**config.mk**
```make
export PLATFORM = sky130hd
export DESIGN_NAME = dvp_frame_gen
export DESIGN_NICKNAME = d
export VERILOG_FILES = /design/src/rtl/dvp_frame_gen.sv
export SDC_FILE = /design/constraint.sdc
export NUM_CORES = 1
export LEC_CHECK = 0
export BUFFER_PORTS_ARGS = -buffer_cell sky130_fd_sc_hd__buf_2
export CAP_MARGIN = 20
export CORE_MARGIN = 4
export CORE_UTILIZATION = 60
export CTS_CLUSTER_DIAMETER = 100
export DETAILED_ROUTE_END_ITERATION = 16
export PLACE_DENSITY = 0.8
export SLEW_MARGIN = 5
export SYNTH_ARGS = -nofsm -noshare
export SYNTH_HDL_FRONTEND = slang
export SYNTH_SLANG_ARGS = --single-unit
```
**constraint.sdc**
```tcl
create_clock -name clk -period 3.2 [get_ports clk]
set_clock_uncertainty 0.05 [all_clocks]
set_input_delay 0.32 -clock clk [delete_from_list [all_inputs] [get_ports clk]]
set_output_delay 0.32 -clock clk [all_outputs]
set_load 0.01 [all_outputs]
```
**src/rtl/dvp_frame_gen.sv**
```systemverilog
// rtl/dvp_frame_gen.sv - DVP (OV5640-style) RGB565 test-pattern video source
// Outputs are registered from the next-cycle position, so they line up with the state registers.
module dvp_frame_gen #(
    parameter int H_PIXEL   = 480,
    parameter int V_PIXEL   = 272,
    parameter int H_BLANK   = 64,
    parameter int VS_LINES  = 2,
    parameter int VBP_LINES = 4,
    parameter int VFP_LINES = 2
) (
    input  logic        clk,
    input  logic        rst,
    input  logic        en,
    input  logic [1:0]  pattern_sel,
    input  logic [15:0] solid_rgb,
    output logic        dvp_vsync,
    output logic        dvp_href,
    output logic [7:0]  dvp_data,
    output logic        busy,
    output logic        frame_done,
    output logic [15:0] frame_cnt
);
    localparam int          LINE_CLKS = 2 * H_PIXEL + H_BLANK;
    localparam logic [15:0] LC_LAST   = 16'(LINE_CLKS - 1);
    localparam logic [15:0] ACT_BYTES = 16'(2 * H_PIXEL);
    localparam logic [15:0] BAR_LAST  = 16'(H_PIXEL / 8 - 1);
    localparam logic [15:0] VFP_LAST  = 16'(VFP_LINES - 1);

    typedef enum logic [2:0] {IDLE, VSYNC, VBP, ACTIVE, VFP} state_t;

    state_t      state, state_n;
    logic [15:0] h_cnt, h_n, v_cnt, v_n, v_last;
    logic [15:0] bar_rem, bar_rem_n;
    logic [2:0]  bar_idx, bar_idx_n;
    logic [1:0]  pat;
    logic [15:0] solid;
    logic [15:0] pixel;
    logic        href_n, done_n;

    always_comb begin
        case (state)
            VSYNC:   v_last = 16'(VS_LINES - 1);
            VBP:     v_last = 16'(VBP_LINES - 1);
            ACTIVE:  v_last = 16'(V_PIXEL - 1);
            VFP:     v_last = VFP_LAST;
            default: v_last = 16'd0;
        endcase
    end

    always_comb begin
        state_n = state;
        h_n     = h_cnt + 16'd1;
        v_n     = v_cnt;
        if (state == IDLE) begin
            h_n = 16'd0;
            v_n = 16'd0;
            if (en) state_n = VSYNC;
        end else if (h_cnt == LC_LAST) begin
            h_n = 16'd0;
            if (v_cnt == v_last) begin
                v_n = 16'd0;
                case (state)
                    VSYNC:   state_n = VBP;
                    VBP:     state_n = ACTIVE;
                    ACTIVE:  state_n = VFP;
                    default: state_n = en ? VSYNC : IDLE;
                endcase
            end else begin
                v_n = v_cnt + 16'd1;
            end
        end
    end

    // Bar position tracked by a per-pixel down-counter instead of dividing x.
    always_comb begin
        bar_idx_n = bar_idx;
        bar_rem_n = bar_rem;
        if (h_n == 16'd0) begin
            bar_idx_n = 3'd0;
            bar_rem_n = BAR_LAST;
        end else if (!h_n[0]) begin
            if (bar_rem == 16'd0) begin
                bar_idx_n = bar_idx + 3'd1;
                bar_rem_n = BAR_LAST;
            end else begin
                bar_rem_n = bar_rem - 16'd1;
            end
        end
    end

    always_comb begin
        pixel = 16'h0000;
        case (pat)
            2'd0: begin
                case (bar_idx_n)
                    3'd0:    pixel = 16'hFFFF;
                    3'd1:    pixel = 16'hFFE0;
                    3'd2:    pixel = 16'h07FF;
                    3'd3:    pixel = 16'h07E0;
                    3'd4:    pixel = 16'hF81F;
                    3'd5:    pixel = 16'hF800;
                    3'd6:    pixel = 16'h001F;
                    default: pixel = 16'h0000;
                endcase
            end
            2'd1:    pixel = solid;
            2'd2:    pixel = {h_n[5:1], h_n[6:1], h_n[5:1]};
            default: pixel = (h_n[5] ^ v_n[4]) ? 16'hFFFF : 16'h0000;
        endcase
        href_n = (state_n == ACTIVE) && (h_n < ACT_BYTES);
        done_n = (state_n == VFP) && (h_n == LC_LAST) && (v_n == VFP_LAST);
    end

    always_ff @(posedge clk) begin
        if (rst) begin
            state      <= IDLE;
            h_cnt      <= 16'd0;
            v_cnt      <= 16'd0;
            bar_idx    <= 3'd0;
            bar_rem    <= 16'd0;
            pat        <= 2'd0;
            solid      <= 16'd0;
            dvp_vsync  <= 1'b0;
            dvp_href   <= 1'b0;
            dvp_data   <= 8'h00;
            busy       <= 1'b0;
            frame_done <= 1'b0;
            frame_cnt  <= 16'd0;
        end else begin
            state      <= state_n;
            h_cnt      <= h_n;
            v_cnt      <= v_n;
            bar_idx    <= bar_idx_n;
            bar_rem    <= bar_rem_n;
            if (state_n == VSYNC && state != VSYNC) begin
                pat   <= pattern_sel;
                solid <= solid_rgb;
            end
            dvp_vsync  <= (state_n == VSYNC);
            dvp_href   <= href_n;
            dvp_data   <= href_n ? (h_n[0] ? pixel[7:0] : pixel[15:8]) : 8'h00;
            busy       <= (state_n != IDLE);
            frame_done <= done_n;
            if (done_n) frame_cnt <= frame_cnt + 16'd1;
        end
    end
endmodule

```
* After elaboration in Yosys (flattened, before gate mapping)
Index checks and enable logic that the tools add are counted.
W data, S select, Z words.
** Cells by class
- Add/sub/neg operators :: 5
- Order comparisons :: 1
- Equality and inequality tests :: 21
- Multiplexer cells :: 22
- Bitwise gates (word level) :: 2
- Reduce and logical (&&, ||, !) cells :: 13
** Operator list (count)
- $mux W16 :: 7
- $pmux W16 S7 :: 1
- $add A16 B1 Y16 const B :: 3
- $pmux W16 S3 :: 1
- $eq A16 B10 Y1 const B :: 2
- $logic_not A16 Y1 :: 2
- $pmux W9 S3 :: 1
- $mux W3 :: 7
- $eq A16 B1 Y1 const B :: 1
- $eq A16 B16 Y1 :: 1
- $lt A16 B10 Y1 const B :: 1
- $sub A16 B1 Y16 const B :: 1
- $eq A3 B2 Y1 const B :: 5
- $eq A3 B3 Y1 const B :: 5
- $mux W6 :: 2
- $eq A3 B1 Y1 const B :: 3
- $pmux W3 S3 :: 1
- $mux W8 :: 1
- $logic_not A3 Y1 :: 2
- $reduce_or A2 Y1 :: 3
- $logic_and A1 B1 Y1 :: 4
- $add A3 B1 Y3 const B :: 1
- $ne A3 B1 Y1 const B :: 1
- $reduce_bool A3 Y1 :: 1
- other kinds (7) :: 7
** Word-level totals
- Flip-flop bits (word level) :: 100
- Input port bits :: 21
- Output and inout port bits :: 28

* Logic depth before layout (Yosys ltp)
Gate-level depths: netlist (run 1).
- Word-level depth :: 11
- Depth in mapped cells :: 13
- Mapped depth without buffers :: 9

* Worst setup path before layout (run 1)
No wires, ideal clock.
- Path kind :: register -> register
- Start :: register h_cnt[1]
- End :: register frame_cnt[13]
- Setup time :: 0.121 ns
- Arrival :: 2.642 ns
- Data required time :: 3.029 ns
- Setup slack :: 0.387 ns
- Cell stages (with the launch flop) :: 10
- Period minus slack after synthesis :: 2.813 ns
- Cell sequence :: dfxtp_1 > ha_1 > and4bb_2 > nand4_1 > or3_1 > mux2i_1 > a211oi_2 > o2111ai_4 > nor4_1 > mux2_2
** Between the ends
- Cells in the longest elaborated chain, start to end :: 6
- Elaborated cells between the ends (all ways) :: 13
- Those cells by class :: add/sub (1); eq/ne (4); mux (6); reduce/logical (2)
** RTL lines
- start: declaration :: RTL line 32 : logic [15:0] h_cnt, h_n, v_cnt, v_n, v_last;
- start signal: assignment :: RTL line 131 : h_cnt <= h_n;
- $add A16 B1 Y16 / $eq A16 B10 Y1 (equally long branches) :: RTL line 52, 58
- $mux W16 / $mux W3 (equally long branches) :: RTL line 58 : end else if (h_cnt == LC_LAST) begin
- $mux W16 / $mux W3 (equally long branches) :: RTL line 54 : if (state == IDLE) begin
- $eq A16 B10 Y1 / $eq A3 B3 Y1 (equally long branches) :: RTL line 111 : done_n = (state_n == VFP) && (h_n == LC_LAST) && (v_n == VFP_LAST);
- $logic_and A1 B1 Y1 :: RTL line 111
- $logic_and A1 B1 Y1 (*) :: RTL line 111
- end signal: assignment :: RTL line 144 : if (done_n) frame_cnt <= frame_cnt + 16'd1;
- end: declaration :: RTL line 21 : output logic [15:0] frame_cnt
Every way passes the cells marked *; elsewhere a longest branch is shown, timed or not.
A chain may end at the register's enable or synchronous reset.

* Worst setup path in the final report (run 1)
- Start :: register h_cnt[0]
- End :: register frame_cnt[13]
Same word-level chain as after synthesis.

==> results of run 1 <==
## cell usage after synthesis, drive strengths merged (5+ instances only)
library cell	instances	area share, %
a21oi	34	3.2
or4	10	1.4
xor2	22	3.6
o21ai	34	3.1
nor2	111	7.6
buf	23	2.6
nor2b	11	1.2
a31oi	5	0.57
dfxtp	100	36
a221oi	5	0.91
nand2b	5	0.57
and3	8	0.91
xnor2	26	4.1
mux2i	24	4.4
clkbuf	22	1.5
nand4	16	1.9
mux2	5	1.0
nor3	21	1.9
nor4	18	2.4
nand3	30	2.7
or3	17	1.9
o211ai	6	0.82
nand2	55	3.7
ha	5	1.1
inv	18	1.2
## where the power goes
part           leakage, nW  switching (mW)  internal [mW]
Clock                0.106           0.493          0.382
Sequential           0.813          0.0262           1.27
Combinational         1.49           0.135         0.0969
## through the flow
stage,TNS (ps),std cells
after global placement,0,834
after global routing,-114,850
after floorplan,0,689
after CTS,0,850
after detailed placement,0,834
final,0,850
## kinds of logic (layout without fill, tap and decap cells)
group           after synthesis  in the layout  share of synthesized area, %
flops                       100            100                          36.3
fa+ha+maj                     5              5                          1.13
simple gates                320            320                          29.2
mux                          29             29                          5.38
compound gates              123            123                          14.9
buf+inv                      64            117                          5.38
xor+xnor                     48             48                          7.76
## routing by layer
layer / up-vias / part of all wire [%] / track usage [%]
met1: 2429 / 45 / 34.3
met4: 0 / 1.4 / 6.17
met5: - / 0 / 0
met3: 24 / 5.8 / 4.16
li1: 2535 / - / -
met2: 183 / 48 / 41.4
## final cells by class
type                       instances  area [um2]
timing repair buffer              82         495
inverter                          19        71.3
tap                              108         135
sequential                       100        2010
clock inverter                     7        91.3
fill                             761        2680
clock buffer                       9         124
multi-input combinational        525        3250
## sequential cells by signal, indices dropped and copies added, names as in the netlist
| name | flops |
|---|---|
| bar_rem | 16 |
| solid | 16 |
| state | 3 |
| dvp_vsync | 1 |
| bar_idx | 3 |
| frame_done | 1 |
| frame_cnt | 16 |
| h_cnt | 16 |
| v_cnt | 16 |
| pat | 2 |
| busy | 1 |
| dvp_href | 1 |
| dvp_data | 8 |
## timing repair
action,4_1_cts,5_1_grt
hold endpoints to repair,0,0
setup endpoints to repair,0,26
resized for setup,0,13
## critical path: stages, from the launching register on
cell	delay (ps)
dfxtp_2	400
ha_2	220
and4bb_2	240
nand4_1	90
buf_4	200
or3_1	410
mux2i_1	150
a211oi_2	250
o2111ai_4	210
nor4_1	370
mux2_2	370
## layout by cell type (no fill, tap or decap), drive strengths merged, types with 18 or more instances in the layout
cell / synthesis / final
nor2: 111 / 111
dfxtp: 100 / 100
buf: 23 / 82
nand2: 55 / 55
o21ai: 34 / 34
a21oi: 34 / 34
nand3: 30 / 30
xnor2: 26 / 26
mux2i: 24 / 24
xor2: 22 / 22
inv: 18 / 22
nor3: 21 / 21
nor4: 18 / 18
## worst paths after layout
path / end / start / depth (start not counted)
worst max-delay path: frame_cnt[13]$_SDFFE_PP0P_ / h_cnt[0]$_SDFF_PP0_ / 10
worst min-delay path: solid[12]$_SDFFE_PP0P_ / solid_rgb[12] / 3
worst max register to register: frame_cnt[13]$_SDFFE_PP0P_ / h_cnt[0]$_SDFF_PP0_ / 10
worst min register to register: bar_rem[7]$_SDFFE_PP0P_ / bar_rem[7]$_SDFFE_PP0P_ / 2
==> impl_results.md, run 1 <==
- Routed vias: 5,171
- Htree depth: 3
- First-pass GRT wire length: 23,100 um
- Die footprint: 0.0108 mm2
- Period Utilization, post-route: 95.6%
- Slew margin rel.: 54.7%
- Final WL: 13,800 um
- Sequential cell area fraction in the yosys report: 36.3%
- Port buffer count: 48
- Main synth FF type: dfxtp_1
- Fin crit period: 3060 ps
- Worst-path maximum fanout: 14
- Worst R2R Setup Slack: 140 ps
- DRT antenna net count: 0
- Worst Setup Start Kind: register
- Synthesized area: 0.00551 mm2
- CP arrival: 3270 ps
- Clock root cell: clkbuf_8
- Insertion delay to the later sink of the worst-skew pair: 370 ps
- Layout cells sized above 1: 17.9%
- Async SR Flop Fraction: 0%
- VDD IR max: 0.345 mV
- CTS tree: yes
- CTS buffer count: 9
- Die X: 104 um
- Hold Slack: 121 ps
- Initial antenna violation count: 0
- Longest Clk Path Bufs: 2
- Synth Instances: 689
- Final instance area: 0.00617 mm2
- Finish-stage setup viols: 0
- CP required: 3410 ps
- Mean routed wirelength per cell: 16.2 um
- First DRT Iteration DRCs: 431
- DRC: 0
- CORE AREA: 0.00885 mm2
- Vias per cell: 6.08
- Placer Congestion: 0.938
- I/O pin count: 49
- Final nets: 763
- Grt total ovfl: 0
- Clock sinks: 100
- Syn Area/Cell: 8.00 um2
- Critical path class: register to register
- Pin count of the biggest net entering global routing: 44
- Height of the die: 104 um
- Detailed Routing Iterations Pass 1: 5
- Critical Path Sink Type: register
- Worst-path clk slew: 120 ps
- Fin. Hold Viols: 0
- Maximum clock rate: 327 MHz
- P&R area growth vs syn: 12.0%
- Static leakage: 2.41 nW
- #FFs+latches synth: 100
- Setup bufs post-CTS: 0
- Max Cap Viol: 0
- Distinct cell type count after synthesis: 71
- Pwr dens: 389 mW/mm2
- Mapped Nets: 715
- N_diodes: 0
- Final Power: 2.40 mW
- Number of hold buffers added after cts: 0
- Setup ws final: 141 ps
- Class of the worst hold path: primary input to register
- Initial Utilization: 62.3%
- Cell row count: 34
- Max-slew violations: 0
- Fin util: 69.8%
- Pre-CTS setup slack: 92.8 ps
- Synth warn: 0
- Slew at the pin with the worst max-slew slack: 678 ps
- Status: complete, no violations
- GRT Util Overall: 25.0%
- Vias in the first global route: 4,805
- Area post-placement: 0.00592 mm2
- Hpwl dp: 10,200 um
- EDFF count, synth: 0
No activity file was read; power rests on OpenSTA's default activity.
==> run 2, diff against run 1 <==
==> constraint.sdc (replaced) <==
create_clock -name clk -period 3.2 [get_ports clk]
set_clock_uncertainty 0.05 [all_clocks]
set_input_delay 0 -clock clk [delete_from_list [all_inputs] [get_ports clk]]
set_output_delay 0 -clock clk [all_outputs]
set_load 0.01 [all_outputs]
==> run 2 against run 1 <==
Sequential share of layout area shrank 1.1 points. Flip-flop and latch count unchanged. Critical path depth is the same. Critical path type unchanged. Hold slack better by 7.5 ps. Clock-buffer cell count rose by 2. Sequential power about the same. Cell count grew 1.8%.
==> impl_results.md, run 2 (synthesis gave the netlist of run 1 again) <==
- Worst-path maximum fanout: 16 (+2)
- Initial antenna violation count: 0 (unchanged)
- CP required: 3460 ps (+50 ps)
- Initial Utilization: 62.3% (unchanged)
- Pre-CTS setup slack: 33.9 ps (-58.9 ps)
- Pwr dens: 395 mW/mm2 (+1.4%)
- Htree depth: 3 (unchanged)
- DRC: 0 (unchanged)
- Mean routed wirelength per cell: 16.2 um (about the same)
- Vias per cell: 6.14 (+0.93%)
- CTS tree: yes
- DRT antenna net count: 0 (unchanged)
- CP arrival: 3330 ps (+60 ps)
- Grt total ovfl: 0 (unchanged)
- Fin. Hold Viols: 0 (unchanged)
- Insertion delay to the later sink of the worst-skew pair: 370 ps (about the same)
- N_diodes: 0 (unchanged)
- Commonest non-fill, non-tap cells in the layout: 108 x nor2_1, 97 x dfxtp_1, 55 x nand2_1
- Longest Clk Path Bufs: 2 (unchanged)
- Vias in the first global route: 4,908 (+2.1%)
- Die footprint: 0.0108 mm2 (unchanged)
- Status: complete, no violations
- Reg2Reg Depth: 10 (unchanged)
- First DRT Iteration DRCs: 396 (-8.1%)
- Routed vias: 5,311 (+2.7%)
- Worst Setup Start Kind: register
- I/O pin count: 49 (unchanged)
- Placer Congestion: 0.920 (-2.0%)
- Die X: 104 um (unchanged)
- Period Utilization, post-route: 95.8% (+0.24 points)
- Final Non-Filler Cells: 865 (+1.8%)
- Max-slew violations: 0 (unchanged)
- Fin crit period: 3070 ps (+7.68 ps)
- Slew at the pin with the worst max-slew slack: 737 ps (+58.7 ps)
- Layout cells sized above 1: 17.0% (-0.88 points)
- Setup ws final: 133 ps (-7.68 ps)
- Final nets: 778 (+2.0%)
- Commonest non-fill, non-tap cell in the layout: nor2_1
- Hold path cells: 2 (-1)
- Class of the worst hold path: primary input to register
- CTS buffer count: 9 (unchanged)
- Final WL: 14,000 um (+1.8%)
- Finish-stage setup viols: 0 (unchanged)
- Pin count of the biggest net entering global routing: 39 (-11%)
- Port buffer count: 48 (unchanged)
- Worst-path clk slew: 100 ps (-20 ps)
- Max Cap Viol: 0 (unchanged)
- Setup bufs post-CTS: 0 (unchanged)
- VDD IR max: 0.247 mV (-28%)
- Cell row count: 34 (unchanged)
- CORE AREA: 0.00885 mm2 (unchanged)
- Detailed Routing Iterations Pass 1: 5 (unchanged)
- Maximum clock rate: 326 MHz (-0.25%)
- Critical path class: register to register
- Clock sinks: 100 (unchanged)
- Slew margin rel.: 50.9% (-3.9 points)
- Height of the die: 104 um (unchanged)
- P&R area growth vs syn: 15.7%
- Clock root cell: clkbuf_8
- Hold Slack: 129 ps (+7.51 ps)
- Critical Path Sink Type: register
- First-pass GRT wire length: 23,300 um (+0.60%)
- GRT Util Overall: 25.3% (+0.27 points)
- Placed Instances: 831 (-0.36%)
- Hpwl dp: 9830 um (-3.5%)
- Static leakage: 2.49 nW (+3.3%)
## run 2: changes by cell type in the layout (fill, tap and decap cells not counted), moves of 2 or more
cell	change
buf_4	-4
bufinv_16	+2
dlygate4sd3_1	+18
inv_6	-2
clkbuf_1	+2
and4_2	+2
## run 2: area by class of cell
cell class / count / area (um2)
Clock inverter: 5 / 108
Inverter: 19 / 71.3
Sequential cell: 100 / 2010
Clock buffer: 11 / 131
Timing Repair Buffer: 97 / 666
Fill cell: 711 / 2470
Multi-Input combinational cell: 525 / 3260
Tap cell: 108 / 135
## run 2: layer usage
layer  track usage, %  vias up  routed length (um)
met5                0        -                   0
met4             6.93        0                 217
met3             5.34       26                 793
met2             42.2      192                6810
met1             33.4     2530                6200
li1                 -     2563                   -
## run 2: path summary, 6_finish.rpt
check	start	end	slack [ps]
hold reg to reg	bar_rem[7]$_SDFFE_PP0P_	bar_rem[7]$_SDFFE_PP0P_	440
hold / removal	rst	solid[11]$_SDFFE_PP0P_	130
setup reg to reg	h_cnt[2]$_SDFF_PP0_	frame_cnt[5]$_SDFFE_PP0P_	130
setup / recovery	h_cnt[2]$_SDFF_PP0_	frame_cnt[5]$_SDFFE_PP0P_	130
## run 2: worst max-delay path, cell delays in order (launching register included)
cell and delay [ps]:
dfxtp_1 530, nand3_2 200, buf_4 200, nor4_1 350, xnor2_1 190, a31o_2 260
and4_2 280, o2111ai_4 160, buf_4 240, or4_1 470, nand2_1 70
## run 2: timing repair
action / CTS / global route
resized for setup: 1 / 14
pin swaps: 0 / 1
endpoints found under the setup margin: 3 / 33
hold buffers: 18 / 0
endpoints found under the hold margin: 18 / 0
## run 2: stage by stage
step                      total power [mW]  area [um2]  setup TNS, ps  util [%]
final                                 2.52        6380              0      72.1
after global routing                  2.61        6380          -61.3      72.1
after CTS                             2.52        6330              0      71.5
after detailed placement              1.55        5910              0      66.8
after global placement                1.54        5910              0      66.8
after floorplan                       1.48        5510              0         -
## run 2: power breakdown
| group | internal [mW] | leakage [nW] | switching, mW |
|---|---|---|---|
| combinational | 0.111 | 1.56 | 0.141 |
| clock | 0.525 | 0.118 | 0.446 |
| sequential | 1.27 | 0.813 | 0.0253 |
| total | 1.91 | 2.49 | 0.612 |
